<file path="src/rtl/q2_pkg.sv">
// q2_pkg: shared definitions for the bit-serial ALU slice and its sequencer.
//   alu_op_e : operation codes driven onto the slice select lines {o1,o0}
//   state_e  : control FSM states of q2_alu_seq
package q2_pkg;

    typedef enum logic [1:0] {
        ALU_PASS = 2'b00,
        ALU_NOR  = 2'b01,
        ALU_ADD  = 2'b10,
        ALU_SHR  = 2'b11
    } alu_op_e;

    typedef enum logic [1:0] {
        ST_IDLE = 2'b00,
        ST_RUN  = 2'b01,
        ST_DONE = 2'b10
    } state_e;

endpackage

</file>
<file path="src/rtl/q2_alu.sv">
// q2_alu: combinational 1-bit ALU slice.
//   a, x0  : current bits of operands A and X
//   x1     : next-higher bit of X (shift source)
//   f      : chain flag in (carry for ADD, zero-so-far for PASS/NOR,
//            shifted-out bit for SHR)
//   o1, o0 : operation select (see q2_pkg::alu_op_e)
//   r      : result bit
//   fo     : chain flag out
module q2_alu (
    input  logic a,
    input  logic x0,
    input  logic x1,
    input  logic f,
    input  logic o1,
    input  logic o0,
    output logic r,
    output logic fo
);

    always_comb begin
        r  = 1'b0;
        fo = 1'b0;
        case ({o1, o0})
            2'b00: begin
                r  = x0;
                fo = f & ~x0;
            end
            2'b01: begin
                r  = ~(a | x0);
                fo = f & (a | x0);
            end
            2'b10: begin
                r  = a ^ x0 ^ f;
                fo = (a & x0) | (a & f) | (x0 & f);
            end
            default: begin
                // Shift: flag already holds x_in[0], just carry it along.
                r  = x1;
                fo = f;
            end
        endcase
    end

endmodule

</file>
<file path="src/rtl/q2_alu_seq.sv">
// q2_alu_seq: bit-serial sequencer around a single q2_alu slice.
//   clk, rst_n : clock, asynchronous active-low reset
//   start      : begin an operation (accepted in IDLE or DONE)
//   op         : operation code (q2_pkg::alu_op_e encoding)
//   a_in, x_in : operands, latched on accept
//   cin        : ADD carry-in / SHR fill bit, latched on accept
//   busy       : high while RUN
//   done       : one-cycle pulse when result/flag become valid
//   result     : result word, held until the next completion
//   flag       : carry-out (ADD), zero (PASS/NOR), shifted-out bit (SHR)
module q2_alu_seq
    import q2_pkg::*;
#(
    parameter int WIDTH = 12
) (
    input  logic             clk,
    input  logic             rst_n,
    input  logic             start,
    input  logic [1:0]       op,
    input  logic [WIDTH-1:0] a_in,
    input  logic [WIDTH-1:0] x_in,
    input  logic             cin,
    output logic             busy,
    output logic             done,
    output logic [WIDTH-1:0] result,
    output logic             flag
);

    localparam int CW = $clog2(WIDTH);
    localparam logic [CW-1:0] CNT_LAST = CW'(WIDTH - 1);

    state_e           state;
    alu_op_e          op_q;
    logic [CW-1:0]    cnt;
    logic [WIDTH-1:0] a_sh;
    logic [WIDTH-1:0] x_sh;
    logic [WIDTH-2:0] res_sh;
    logic             cin_q;
    logic             f_q;

    logic             slice_x1;
    logic             slice_r;
    logic             slice_fo;
    logic [WIDTH-1:0] res_nxt;
    logic             accept;

    // On the MSB step there is no next X bit; feed the fill bit instead.
    assign slice_x1 = (cnt == CNT_LAST) ? cin_q : x_sh[1];
    // Partial result shifts in from the top; after WIDTH steps bit 0 lands at 0.
    assign res_nxt  = {slice_r, res_sh};
    assign accept   = start && (state == ST_IDLE || state == ST_DONE);

    q2_alu u_alu (
        .a  (a_sh[0]),
        .x0 (x_sh[0]),
        .x1 (slice_x1),
        .f  (f_q),
        .o1 (op_q[1]),
        .o0 (op_q[0]),
        .r  (slice_r),
        .fo (slice_fo)
    );

    always_ff @(posedge clk or negedge rst_n) begin
        if (!rst_n) begin
            state  <= ST_IDLE;
            op_q   <= ALU_PASS;
            cnt    <= '0;
            a_sh   <= '0;
            x_sh   <= '0;
            res_sh <= '0;
            cin_q  <= 1'b0;
            f_q    <= 1'b0;
            busy   <= 1'b0;
            done   <= 1'b0;
            result <= '0;
            flag   <= 1'b0;
        end else if (accept) begin
            state  <= ST_RUN;
            op_q   <= alu_op_e'(op);
            cnt    <= '0;
            a_sh   <= a_in;
            x_sh   <= x_in;
            cin_q  <= cin;
            busy   <= 1'b1;
            done   <= 1'b0;
            case (alu_op_e'(op))
                ALU_ADD: f_q <= cin;
                ALU_SHR: f_q <= x_in[0];
                default: f_q <= 1'b1;
            endcase
        end else begin
            case (state)
                ST_RUN: begin
                    a_sh   <= a_sh >> 1;
                    x_sh   <= x_sh >> 1;
                    res_sh <= res_nxt[WIDTH-1:1];
                    f_q    <= slice_fo;
                    cnt    <= cnt + 1'b1;
                    if (cnt == CNT_LAST) begin
                        state  <= ST_DONE;
                        busy   <= 1'b0;
                        done   <= 1'b1;
                        result <= res_nxt;
                        flag   <= slice_fo;
                    end
                end
                ST_DONE: begin
                    state <= ST_IDLE;
                    done  <= 1'b0;
                end
                default: begin
                    state <= ST_IDLE;
                    done  <= 1'b0;
                end
            endcase
        end
    end

endmodule
</file>
<file path="config.mk">
export PLATFORM = sky130hd
export DESIGN_NAME = q2_alu_seq
export DESIGN_NICKNAME = d
export VERILOG_FILES = /design/src/rtl/q2_pkg.sv /design/src/rtl/q2_alu.sv /design/src/rtl/q2_alu_seq.sv
export SDC_FILE = /design/constraint.sdc
export NUM_CORES = 1
export LEC_CHECK = 0
export CORE_MARGIN = 2
export CORE_UTILIZATION = 45
export CTS_CLUSTER_SIZE = 20
export DETAILED_ROUTE_END_ITERATION = 7
export HOLD_SLACK_MARGIN = 0.1
export PLACE_DENSITY = 0.75
export REMOVE_ABC_BUFFERS = 1
export SLEW_MARGIN = 40
export SYNTH_ARGS = -nofsm -noshare
export SYNTH_HDL_FRONTEND = slang
export SYNTH_SLANG_ARGS = --single-unit
</file>
<file path="constraint.sdc">
create_clock -name clk -period 1.7 [get_ports clk]
set_clock_uncertainty 0.2 [all_clocks]
set_input_delay 0.34 -clock clk [delete_from_list [all_inputs] [get_ports clk]]
set_output_delay 0.34 -clock clk [all_outputs]
set_load 0.05 [all_outputs]
</file>
# Word-level counts from Yosys, hierarchy flattened
# Cells that the tools add are included.
# word_totals
out_inout_bits	15
elab_cells	64
ff_bits	60
# op_classes
n_eq_ne	8
n_reduce_logical	9
n_bitwise	13
mux	21
addsub	1
# ops
cell	count
12-bit two-way mux	4
1-bit two-way mux	9
2-bit equality test (second input constant)	4
4-bit two-way mux	2
2-bit two-way mux	3
1-bit one-hot mux with 3 select lines	2
1-bit bitwise AND	5
4-bit by 1-bit adder with 4-bit output (second input constant)	1
2-bit by 1-bit equality test with 1-bit output (second input constant)	2
4-bit equality test (second input constant)	1
2-bit logical NOT	2
2-bit AND reduction	2
2-bit nonzero test	2
3-bit inequality test (second input constant)	1
1-bit inverter	3
1-bit OR	3
3-bit AND reduction	1
1-bit one-hot mux with 2 select lines	1
1-bit XOR	2
1-bit logical AND	1
1-bit logical OR	1

# Longest topological paths before layout
# depth
word_depth	6
depth_mapped	6
ltp_nobuf	5

# Hierarchy
# From an unflattened synthesis, not the netlist that was laid out.
# hier_totals
cells_unflattened	257
hier_area_um2	2578.7
# by_module_without_submodules
mod	cells_each	area_per_inst_um2	n_inst	seq_area_each_um2
q2_alu_seq	248	2472.4	1	1476.4
q2_alu	9	106.4	1	0.0

# Worst setup path before layout
# OpenSTA, ideal clock, no wires.
# synth_timing
kind	reg2reg
from	register state[1]
to	register result[0]
arrival_ns	1.658
setup_time_ns	0.125
stages_incl_launch_ff	7
n_path_buf	2
required_ns	1.375
setup_slack_ns	-0.283
path_cell_list	dfrtp_1 -> nand2b_1 -> buf_2 -> or2_1 -> buf_6 -> inv_8 -> mux2_4
# synth_between
elab_chain_cells	5
elab_cells_between_ends	7
# synth_lines
element	line_no	text
start: declaration	q2_alu_seq.sv:32	state_e state;
start signal: assignment	q2_alu_seq.sv:66	state <= ST_IDLE;
start signal: assignment	q2_alu_seq.sv:79	state <= ST_RUN;
start signal: assignment	q2_alu_seq.sv:101	state <= ST_DONE;
2-bit equality test or 2-bit logical NOT (tied branches)	q2_alu_seq.sv:51	assign accept = start && (state == ST_IDLE || state == ST_DONE);
1-bit logical OR	q2_alu_seq.sv:51	
1-bit logical AND	q2_alu_seq.sv:51	
1-bit inverter (no source line)	-	
3-bit AND reduction (no source line) *	-	
end signal: assignment	q2_alu_seq.sv:104	result <= res_nxt;
end: declaration	q2_alu_seq.sv:25	output logic [WIDTH-1:0] result,
# Every way passes the cells marked *; elsewhere a longest branch is shown, timed or not.
# A chain may end at the register's enable or synchronous reset.

# Worst setup path in the final report
# layout_timing
from	register f_q
to	register res_sh[10]
# layout_between
elab_chain_cells	2
# layout_lines
element	line_no	text
start: declaration	q2_alu_seq.sv:39	logic f_q;
start signal: assignment	q2_alu_seq.sv:88	ALU_ADD: f_q <= cin;
start signal: assignment	q2_alu_seq.sv:89	ALU_SHR: f_q <= x_in[0];
start signal: assignment	q2_alu_seq.sv:98	f_q <= slice_fo;
1-bit XOR	q2_alu.sv:33	r = a ^ x0 ^ f;
1-bit one-hot mux with 3 select lines	q2_alu.sv:23	case ({o1, o0})
end signal: assignment	q2_alu_seq.sv:97	res_sh <= res_nxt[WIDTH-1:1];
end: declaration	q2_alu_seq.sv:37	logic [WIDTH-2:0] res_sh;
# No other way between the ends.

==> results.md <==
| Metric | Reported |
|:---|:---|
| Core Region | 5540 um^2 |
| Grt total ovfl | 0 |
| Status | finished, violations left |
| Cell count after synthesis | 256 |
| Peak fanout along the critical path | 4 |
| Fraction of layout instances using a drive strength above 1 | 21.0% |
| CTS Sinks | 59 |
| Met1 usage | 23.1% |
| Maximum cell stage delay along the critical path | 460 ps |
| Final-report hold violation count | 0 |
| Global routing usage on met3 | 7.13% |
| Vias per cell | 5.17 |
| Global router's overall resource usage | 18.4% |
| Crit share post-route | 100% |
| Power density over cell area | 1930 nW/um^2 |
| Total vias in the final route | 2021 |
| Clock insertion delay at the later pin of the skew report | 330 ps |
| Fin area | 3620 um^2 |
| Crit path DAT | 1720 ps |
| Via count of the first global-routing pass | 1953 |
| Area added between synthesis and finish | 39.5% |
| Cell Rows | 27 |
| Combinational fraction of design power | 45.9% |
| Cell types with the largest area share after synthesis | sky130_fd_sc_hd__dfrtp_1 57%, sky130_fd_sc_hd__nand2_1 12%, sky130_fd_sc_hd__mux2_4 6.4% |
| Pre-CTS setup slack | -116 ps |
| Max transition margin | 71.9% |
| Startpoint class of the critical path | register |
| Area of the die | 6380 um^2 |
| Met2 GRT Util | 29.6% |
| Top-count cell post-synth | sky130_fd_sc_hd__nand2_1 |
| WL/cell | 13.8 um |
| Number of buffers created by CTS | 9 |
| Tmin final | 1710 ps |
| Clock share of power | 17.0% |
| Antenna diode count | 0 |
| Initial Utilization | 46.8% |
| Top cell types by occurrence after synthesis | 81 x sky130_fd_sc_hd__nand2_1, 59 x sky130_fd_sc_hd__dfrtp_1, 21 x sky130_fd_sc_hd__nor2_1 |
| Total of flip-flops plus latches after synthesis | 59 |
| Maximum capacitance violations | 0 |
| Kind of cell adding the most delay to the critical path | adder cells |
| Post-layout power | 6.99 mW |
| Number of distinct library cell variants in the gate-level netlist after synthesis | 38 |
| Count of routing violations after the opening detailed-route iteration | 69 |
| Kind of critical path | register to register |
| Leakage component of the power | 1.72 nW |
| Cell Chain, Critical Path | fa_2 > mux2i_1 > nor2_1 > o32a_1 |
| Top achievable clock speed | 586 MHz |
| Clock edge transition at the registers on the reported setup and hold paths | 60 ps |
| Drt first pass iters | 4 |
| Warnings from Yosys | 0 |
| EDFF count, synth | 0 |
| Register-to-register setup slack | -6 ps |
| Fraction of synthesized cell area taken by the top area cell type | 56.9% |
| Final HPWL from detailed placement | 3600 um |
| Post-route worst hold slack | 280 ps |
| TritonCTS clock tree | done |
| RSZ-0062 raised after global routing | true |
| # port buffers | 44 |
| Power Internal | 4.37 mW |
| Overall die width | 79.9 um |
| Post-place instance area | 3380 um^2 |
| Pin count of the biggest net entering global routing | 60 |
| Average cell area after synthesis | 10.1 um^2 |
| Count of buffer and inverter cells on the critical path | 0 |
| Number of buffers on the longest clock path | 2 |
| Part of the power in registers | 37.0% |
| Cell Area, Synth | 2590 um^2 |
| Req. time, crit path | 1720 ps |
| Setup tns final | -6.50 ps |
| Portion of the post-synthesis area used by sequential elements | 56.9% |
| CP Capture Type | register |
| Total instance count after detailed placement | 372 |
| Gpl congestion | 0.809 |
| Number of antenna violations at the first check in global routing | 0 |
| Final number of max-transition violations | 0 |
| Max stage delay cell, worst path | sky130_fd_sc_hd__fa_2 |
| Slew at the pin with the worst max-slew slack | 416 ps |
| Net load switching power | 2.63 mW |
| Final WS setup | -6.12 ps |
| First-pass GRT wire length | 9020 um |
| Hold WC Path Type | register to register |
| Clock Root Buffer | sky130_fd_sc_hd__clkbuf_8 |
| Number of top-level pins | 45 |
| Total of endpoints with negative setup slack in the final report | 2 |
| Remaining number of nets flagged by the antenna check after routing | 0 |
| Vertical extent of the die | 79.9 um |
| Peak supply drop | 1.26 mV |
| Busiest metal layer after global routing | met2 |
| Final standard cell utilization of the core | 65.3% |
| Switching part of the total power | 37.5% |
| Async S/R FF share, synth | 100% |
| Residual DRC | 0 |
| Final Instance Count excl. Fillers | 391 |
| Dominant register cell in the synthesized netlist | sky130_fd_sc_hd__dfrtp_1 |
| Synth area leader | sky130_fd_sc_hd__dfrtp_1 |
| Routed wire length | 5380 um |
| Final nets | 347 |
| Total number of H-tree levels | 3 |
| Violated checks | setup timing |
[power by group through the flow]
stage | clock network [mW] | logic [mW] | registers [mW]
5_1_grt | 1.30 | 3.51 | 2.68
4_1_cts | 1.23 | 3.22 | 2.59
3_5_place_dp | 0 | 3.17 | 2.60
2_1_floorplan | 0 | 1.34 | 2.95
6_report | 1.19 | 3.21 | 2.59
3_3_place_gp | 0 | 3.08 | 2.57
[layer usage]
metal,vias to the layer above,wire length (um)
met4,0,64
met3,8,326
li1,977,-
met1,972,2400
met2,64,2590
met5,-,0
[flip-flops by register name (all words and copies together), names as in the netlist]
register	cells
res_sh	11
f_q	1
cnt	4
busy	1
result	12
op_q	2
flag	1
state	2
x_sh	12
cin_q	1
a_sh	12
[path summary, 6_finish.rpt]
path	startpoint	end	depth (start not counted)
setup reg to reg	f_q$_DFFE_PN0N_	res_sh[10]$_DFFE_PN0P_	4
max in group asynchronous	rst_n	x_sh[5]$_DFFE_PN0N_	3
min in group asynchronous	rst_n	cin_q$_DFFE_PN0P_	3
hold / removal	res_sh[0]$_DFFE_PN0P_	res_sh[0]$_DFFE_PN0P_	2
setup / recovery	f_q$_DFFE_PN0N_	res_sh[10]$_DFFE_PN0P_	4
hold reg to reg	res_sh[0]$_DFFE_PN0P_	res_sh[0]$_DFFE_PN0P_	2
[placed cells by master (no fill, tap or decap), types with 2 or more instances in the layout]
cell                              Yosys  final
sky130_fd_sc_hd__a21oi_1              2      2
sky130_fd_sc_hd__nand2b_1             3      3
sky130_fd_sc_hd__a31oi_1             18     18
sky130_fd_sc_hd__o21ai_0              3      2
sky130_fd_sc_hd__dfrtp_1             59     59
sky130_fd_sc_hd__nor2_1              21     21
sky130_fd_sc_hd__inv_1                2      2
sky130_fd_sc_hd__clkdlybuf4s50_1      0     28
sky130_fd_sc_hd__buf_4                0     15
sky130_fd_sc_hd__nand2_1             81     81
sky130_fd_sc_hd__nand3_1              5      5
sky130_fd_sc_hd__a22o_1               3      3
sky130_fd_sc_hd__buf_12               0     20
sky130_fd_sc_hd__ha_1                 2      2
sky130_fd_sc_hd__mux2_4              11     11
sky130_fd_sc_hd__nand3b_1             4      4
sky130_fd_sc_hd__mux2i_1              3      3
sky130_fd_sc_hd__clkbuf_1             9      2
sky130_fd_sc_hd__clkbuf_8             0     13
sky130_fd_sc_hd__a22oi_1              2      2
[final cells by class]
type | instances | area [um^2]
sequential | 59 | 1480
inverter | 3 | 23.8
clock inverter | 1 | 5.00
timing repair buffer | 65 | 808
clock buffer | 15 | 186
multi-input combinational | 176 | 1030
fill | 448 | 1920
tap | 72 | 90.1
[timing repair]
action	CTS	global route
resized for setup	2	3
endpoints found under the setup margin	15	15
setup buffers	1	1
endpoints found under the hold margin	59	0
hold buffers	1	0
pin swaps	4	3
[tightest hold or removal path: cells and delay by family (launching register included)]
kind | cells | cell delay, ps
DFF | 1 | 350
and+or+nand+nor | 2 | 100
[cell families after synthesis]
logic type / share of synthesized area (%)
and+or+nand+nor: 19.5
DFF: 56.9
AOI/OAI and AO/OA: 9.51
buffers and inverters: 4.01
muxes: 7.96
adders and majority gates: 1.74
xor gates and xnor gates: 0.338
No activity file was read; power rests on OpenSTA's default activity.
==> variant 1: new RTL, same flow settings <==
Register the output `done` once more, without a reset; this adds one clock of latency there. The other outputs are not delayed to match. Comments in the files are not updated.
--- a/src/rtl/q2_alu_seq.sv
+++ b/src/rtl/q2_alu_seq.sv
@@ -28,6 +28,8 @@
 
     localparam int CW = $clog2(WIDTH);
     localparam logic [CW-1:0] CNT_LAST = CW'(WIDTH - 1);
+
+    logic done_s0;
 
     state_e           state;
     alu_op_e          op_q;
@@ -72,7 +74,7 @@
             cin_q  <= 1'b0;
             f_q    <= 1'b0;
             busy   <= 1'b0;
-            done   <= 1'b0;
+            done_s0 <= 1'b0;
             result <= '0;
             flag   <= 1'b0;
         end else if (accept) begin
@@ -83,7 +85,7 @@
             x_sh   <= x_in;
             cin_q  <= cin;
             busy   <= 1'b1;
-            done   <= 1'b0;
+            done_s0 <= 1'b0;
             case (alu_op_e'(op))
                 ALU_ADD: f_q <= cin;
                 ALU_SHR: f_q <= x_in[0];
@@ -100,21 +102,25 @@
                     if (cnt == CNT_LAST) begin
                         state  <= ST_DONE;
                         busy   <= 1'b0;
-                        done   <= 1'b1;
+                        done_s0 <= 1'b1;
                         result <= res_nxt;
                         flag   <= slice_fo;
                     end
                 end
                 ST_DONE: begin
                     state <= ST_IDLE;
-                    done  <= 1'b0;
+                    done_s0 <= 1'b0;
                 end
                 default: begin
                     state <= ST_IDLE;
-                    done  <= 1'b0;
+                    done_s0 <= 1'b0;
                 end
             endcase
         end
     end
 
+    always_ff @(posedge clk) begin
+        done <= done_s0;
+    end
+
 endmodule
Formal check against the unedited RTL: no difference found for any inputs over 10 cycles, from zero or initial values and one cycle with rst_n low; that may be too few to reach the edited logic, so the function may still have changed.
==> variant 1 against the unedited design <==
- the run still ends with setup timing left
- non-clock buffer count is the same
- worst setup slack got worse by 0.029 ns
- cell area rose by 0.52%
- final cell count rose by 0.26%
- sequential share of layout area increased by 0.34 points
- routed wire length down 1.8%
- first-iteration DRC count up 38%
- global-route usage fell by 0.11 points
- area after synthesis increased by 0.82%
- total power rose by 2.3%
- sequential cell count increased by 1
- via count down 1.8%
==> variant 1: results (changes against the unedited design) <==
[worst_setup_path]
critPathTopFamily = compound AO/OA/AOI/OAI gates  ; was adder cells
cp-endpoint = flag  ; was res_sh[10]
crit_fanout = 2  ; was 4

[placement]
place_inst = 374  ; was 372
placed_area_mm2 = 0.00338  ; about the same
dp.final_hpwl_um = 3670  ; was 3600 µm

[cells_and_area]
clkCellAreaFrac = 0.0596  ; was 0.0529
drive_above_1_share = 0.216  ; was 0.210
clock_buffer_count = 11  ; was 15
fin_nets = 348  ; was 347

[power_and_ir_drop]
p_int_w = 0.00453  ; was 0.00437 W
power_density_mw_per_mm2 = 1970  ; was 1930 mW/mm²
combinationalPowerShare = 0.443  ; was 0.459
p_leak_nw = 1.72  ; about the same

[sta]
setup_viol = 2  ; unchanged
worst_slack_ns = -0.0353  ; was -0.00612 ns

[global_route]
grt_pass1_wl_um = 8990  ; was 9020 µm
grt_pass1_vias = 1977  ; was 1,953
met1_usage = 0.232  ; was 0.231
use_met2 = 0.290  ; was 0.296

[route]
drt-met1-wl_um = 2400  ; about the same
wl_um = 5290  ; was 5380 µm

[synthesis]
synthArstFlopShare = 0.983  ; was 1.00

[clock_tree]
cts_resized = 3  ; was 2

[outcome]
status = finished, violations left  ; unchanged
failed_checks = setup timing  ; unchanged

[variant 1: changes by cell type after synthesis]
cell | before | now
buf_4 | 0 | 1
or2_4 | 0 | 1
inv_8 | 1 | 0
clkbuf_2 | 1 | 0
inv_4 | 0 | 1
mux2_2 | 1 | 3
dfxtp_1 | 0 | 1
buf_6 | 1 | 0
buf_12 | 0 | 1
or2_1 | 1 | 0
mux2_4 | 11 | 9
[variant 1: per-stage QoR]
step	TNS [ns]	hold slack (ns)
6_report	-0.0703	0.286
5_1_grt	-0.244	0.316
4_1_cts	-0.0128	0.288
3_5_place_dp	-0.813	0.168
3_3_place_gp	-0.123	0.168
2_1_floorplan	-31.29	-0.156
[variant 1: cell families after synthesis]
kind of cell	share of synthesized area
simple gates	0.194
flops	0.573
compound gates	0.0943
buf+inv	0.0421
mux	0.0761
fa+ha+maj	0.0172
xor+xnor	0.00335
[variant 1: worst min-delay path, delay by kind of cell (launching register included)]
kind	cells	cell delay [ns]
DFF	1	0.35
and+or+nand+nor	2	0.10
==> variant 2: new RTL, config.mk and constraints unchanged <==
Made on the original files. `WIDTH`: 12 -> 16.
--- a/src/rtl/q2_alu_seq.sv
+++ b/src/rtl/q2_alu_seq.sv
@@ -11,7 +11,7 @@
 module q2_alu_seq
     import q2_pkg::*;
 #(
-    parameter int WIDTH = 12
+    parameter int WIDTH = 16
 ) (
     input  logic             clk,
     input  logic             rst_n,
Ports: changed (resized a_in, result and x_in); port bits go from 45 to 57. The function was not compared with the original's and may differ.
==> variant 2 against the unedited design <==
- cell area rose by 26%
- sequential power rose by 25%
- non-clock buffer count rose by 16
- global-route usage fell by 0.52 points
- critical path depth did not move
- total power rose by 21%
- sequential cell count rose by 16
- first-iteration DRC count rose by 110%
- area after synthesis rose by 28%
- worst setup slack improved by 0.064 ns
- routed wire length rose by 31%
- die area rose by 26%
==> variant 2: results (changes against the unedited design) <==
[synthesis]
synthDistinctLibCells = 37  ; was 38
synth_ff_type = dfrtp_1  ; unchanged
synth_compound_area_frac = 0.0914  ; was 0.0951
synth_area_leaders = dfrtp_1 (57%), nand2_1 (12%), a31oi_1 (5.5%)  ; was dfrtp_1 (57%), nand2_1 (12%), mux2_4 (6.4%)
yosys-top-cells-count = nand2_1 (110), dfrtp_1 (75), nor2_1 (32)  ; was nand2_1 (81), dfrtp_1 (59), nor2_1 (21)
synth-seq-area-share = 0.567  ; was 0.569
synth_cells = 328  ; was 256
synth-adder-area-share = 0.0136  ; was 0.0174
synthMuxAreaShare = 0.0684  ; was 0.0796
yosys.area_share.xor_xnor = 0.00529  ; was 0.00338
synth.most_common_cell = nand2_1  ; unchanged

[global_route]
track_usage = 0.179  ; was 0.184
grt_max_degree = 76  ; was 60
grt_pass1_wl_um = 11600  ; was 9020 µm
grt_pass1_vias = 2402  ; was 1,953

[floorplan]
rows = 31  ; was 27

[route]
wl_um = 7050  ; was 5380 µm
via_per_inst = 5.07  ; was 5.17
num_vias = 2543  ; was 2,021

[placement]
dp.final_hpwl_um = 4660  ; was 3600 µm
gp_congestion = 0.856  ; was 0.809
place_inst = 479  ; was 372
placed_area_mm2 = 0.00423  ; was 0.00338 mm²
io_buffer_count = 56  ; was 44
pre_cts_ws_ns = -0.104  ; was -0.116 ns

[cells_and_area]
bufAreaShareNonClock = 0.228  ; was 0.224
drive_above_1_share = 0.211  ; was 0.210
fill_cells = 568  ; was 448
seqCellArea_mm2 = 0.00188  ; was 0.00148 mm²
inverters = 2  ; was 3
comb.multi_input.count = 229  ; was 176
multi_input_area_mm2 = 0.00130  ; was 0.00103 mm²
top_regs = a_sh x16, result x16, x_sh x16  ; was a_sh x12, result x12, x_sh x12
nNonClkBuffers = 81  ; was 65
clkCellAreaFrac = 0.0451  ; was 0.0529
multi_input_area_share = 0.285  ; was 0.284
clock_buffer_count = 9  ; was 15

[worst_setup_path]
cp-endpoint = result[15]  ; was res_sh[10]
r2r_setup_slack_ns = 0.06  ; was -0.006 ns
r2r-start = f_q  ; unchanged
crit_fanout = 2  ; was 4

[power_and_ir_drop]
p_int_w = 0.00516  ; was 0.00437 W
p_leak_nw = 2.11  ; was 1.72 nW
peakVddDrop_mv = 0.777  ; was 1.26 mV

[outcome]
status = finished, final reports clean  ; was finished, violations left

[worst_hold_path]
min_from = cin_q  ; was res_sh[0]
whs_endpoint = cin_q  ; was res_sh[0]

[sta]
worst_slew_margin_rel = 0.738  ; was 0.719
fin_hold_ws_ns = 0.295  ; was 0.280 ns

[clock_tree]
clkTransAtPathRegs_ns = 0.08  ; was 0.06 ns
insertion_delay_ns = 0.35  ; was 0.33 ns
cts_sinks = 75  ; was 59

[variant 2: repair_timing]
action,4_1_cts,5_1_grt
setup endpoints to repair,20,33
gates cloned,0,1
setup buffers,2,3
pin swaps,1,1
resized for setup,3,5
hold endpoints to repair,75,0
hold buffers,1,0
[variant 2: power by group through the flow]
stage	Combinational, W	Clock, W	Sequential, W
2_1_floorplan	0.00162	0	0.00360
3_3_place_gp	0.00352	0	0.00321
3_5_place_dp	0.00363	0	0.00325
4_1_cts	0.00370	0.00144	0.00323
5_1_grt	0.00412	0.00154	0.00336
6_report	0.00377	0.00143	0.00324
[variant 2: layer usage]
layer,global-route usage,vias up,part of all wire
met5,0,-,0
li1,-,1236,-
met1,0.229,1245,0.45
met3,0.0319,8,0.036
met4,0.0769,0,0.015
met2,0.301,54,0.50
[variant 2: critical path: cells and delay by family, from the launching register on]
family          cells  cell delay, ns
compound gates      2            0.29
mux                 1            0.19
fa+ha+maj           1            0.45
flops               1            0.41
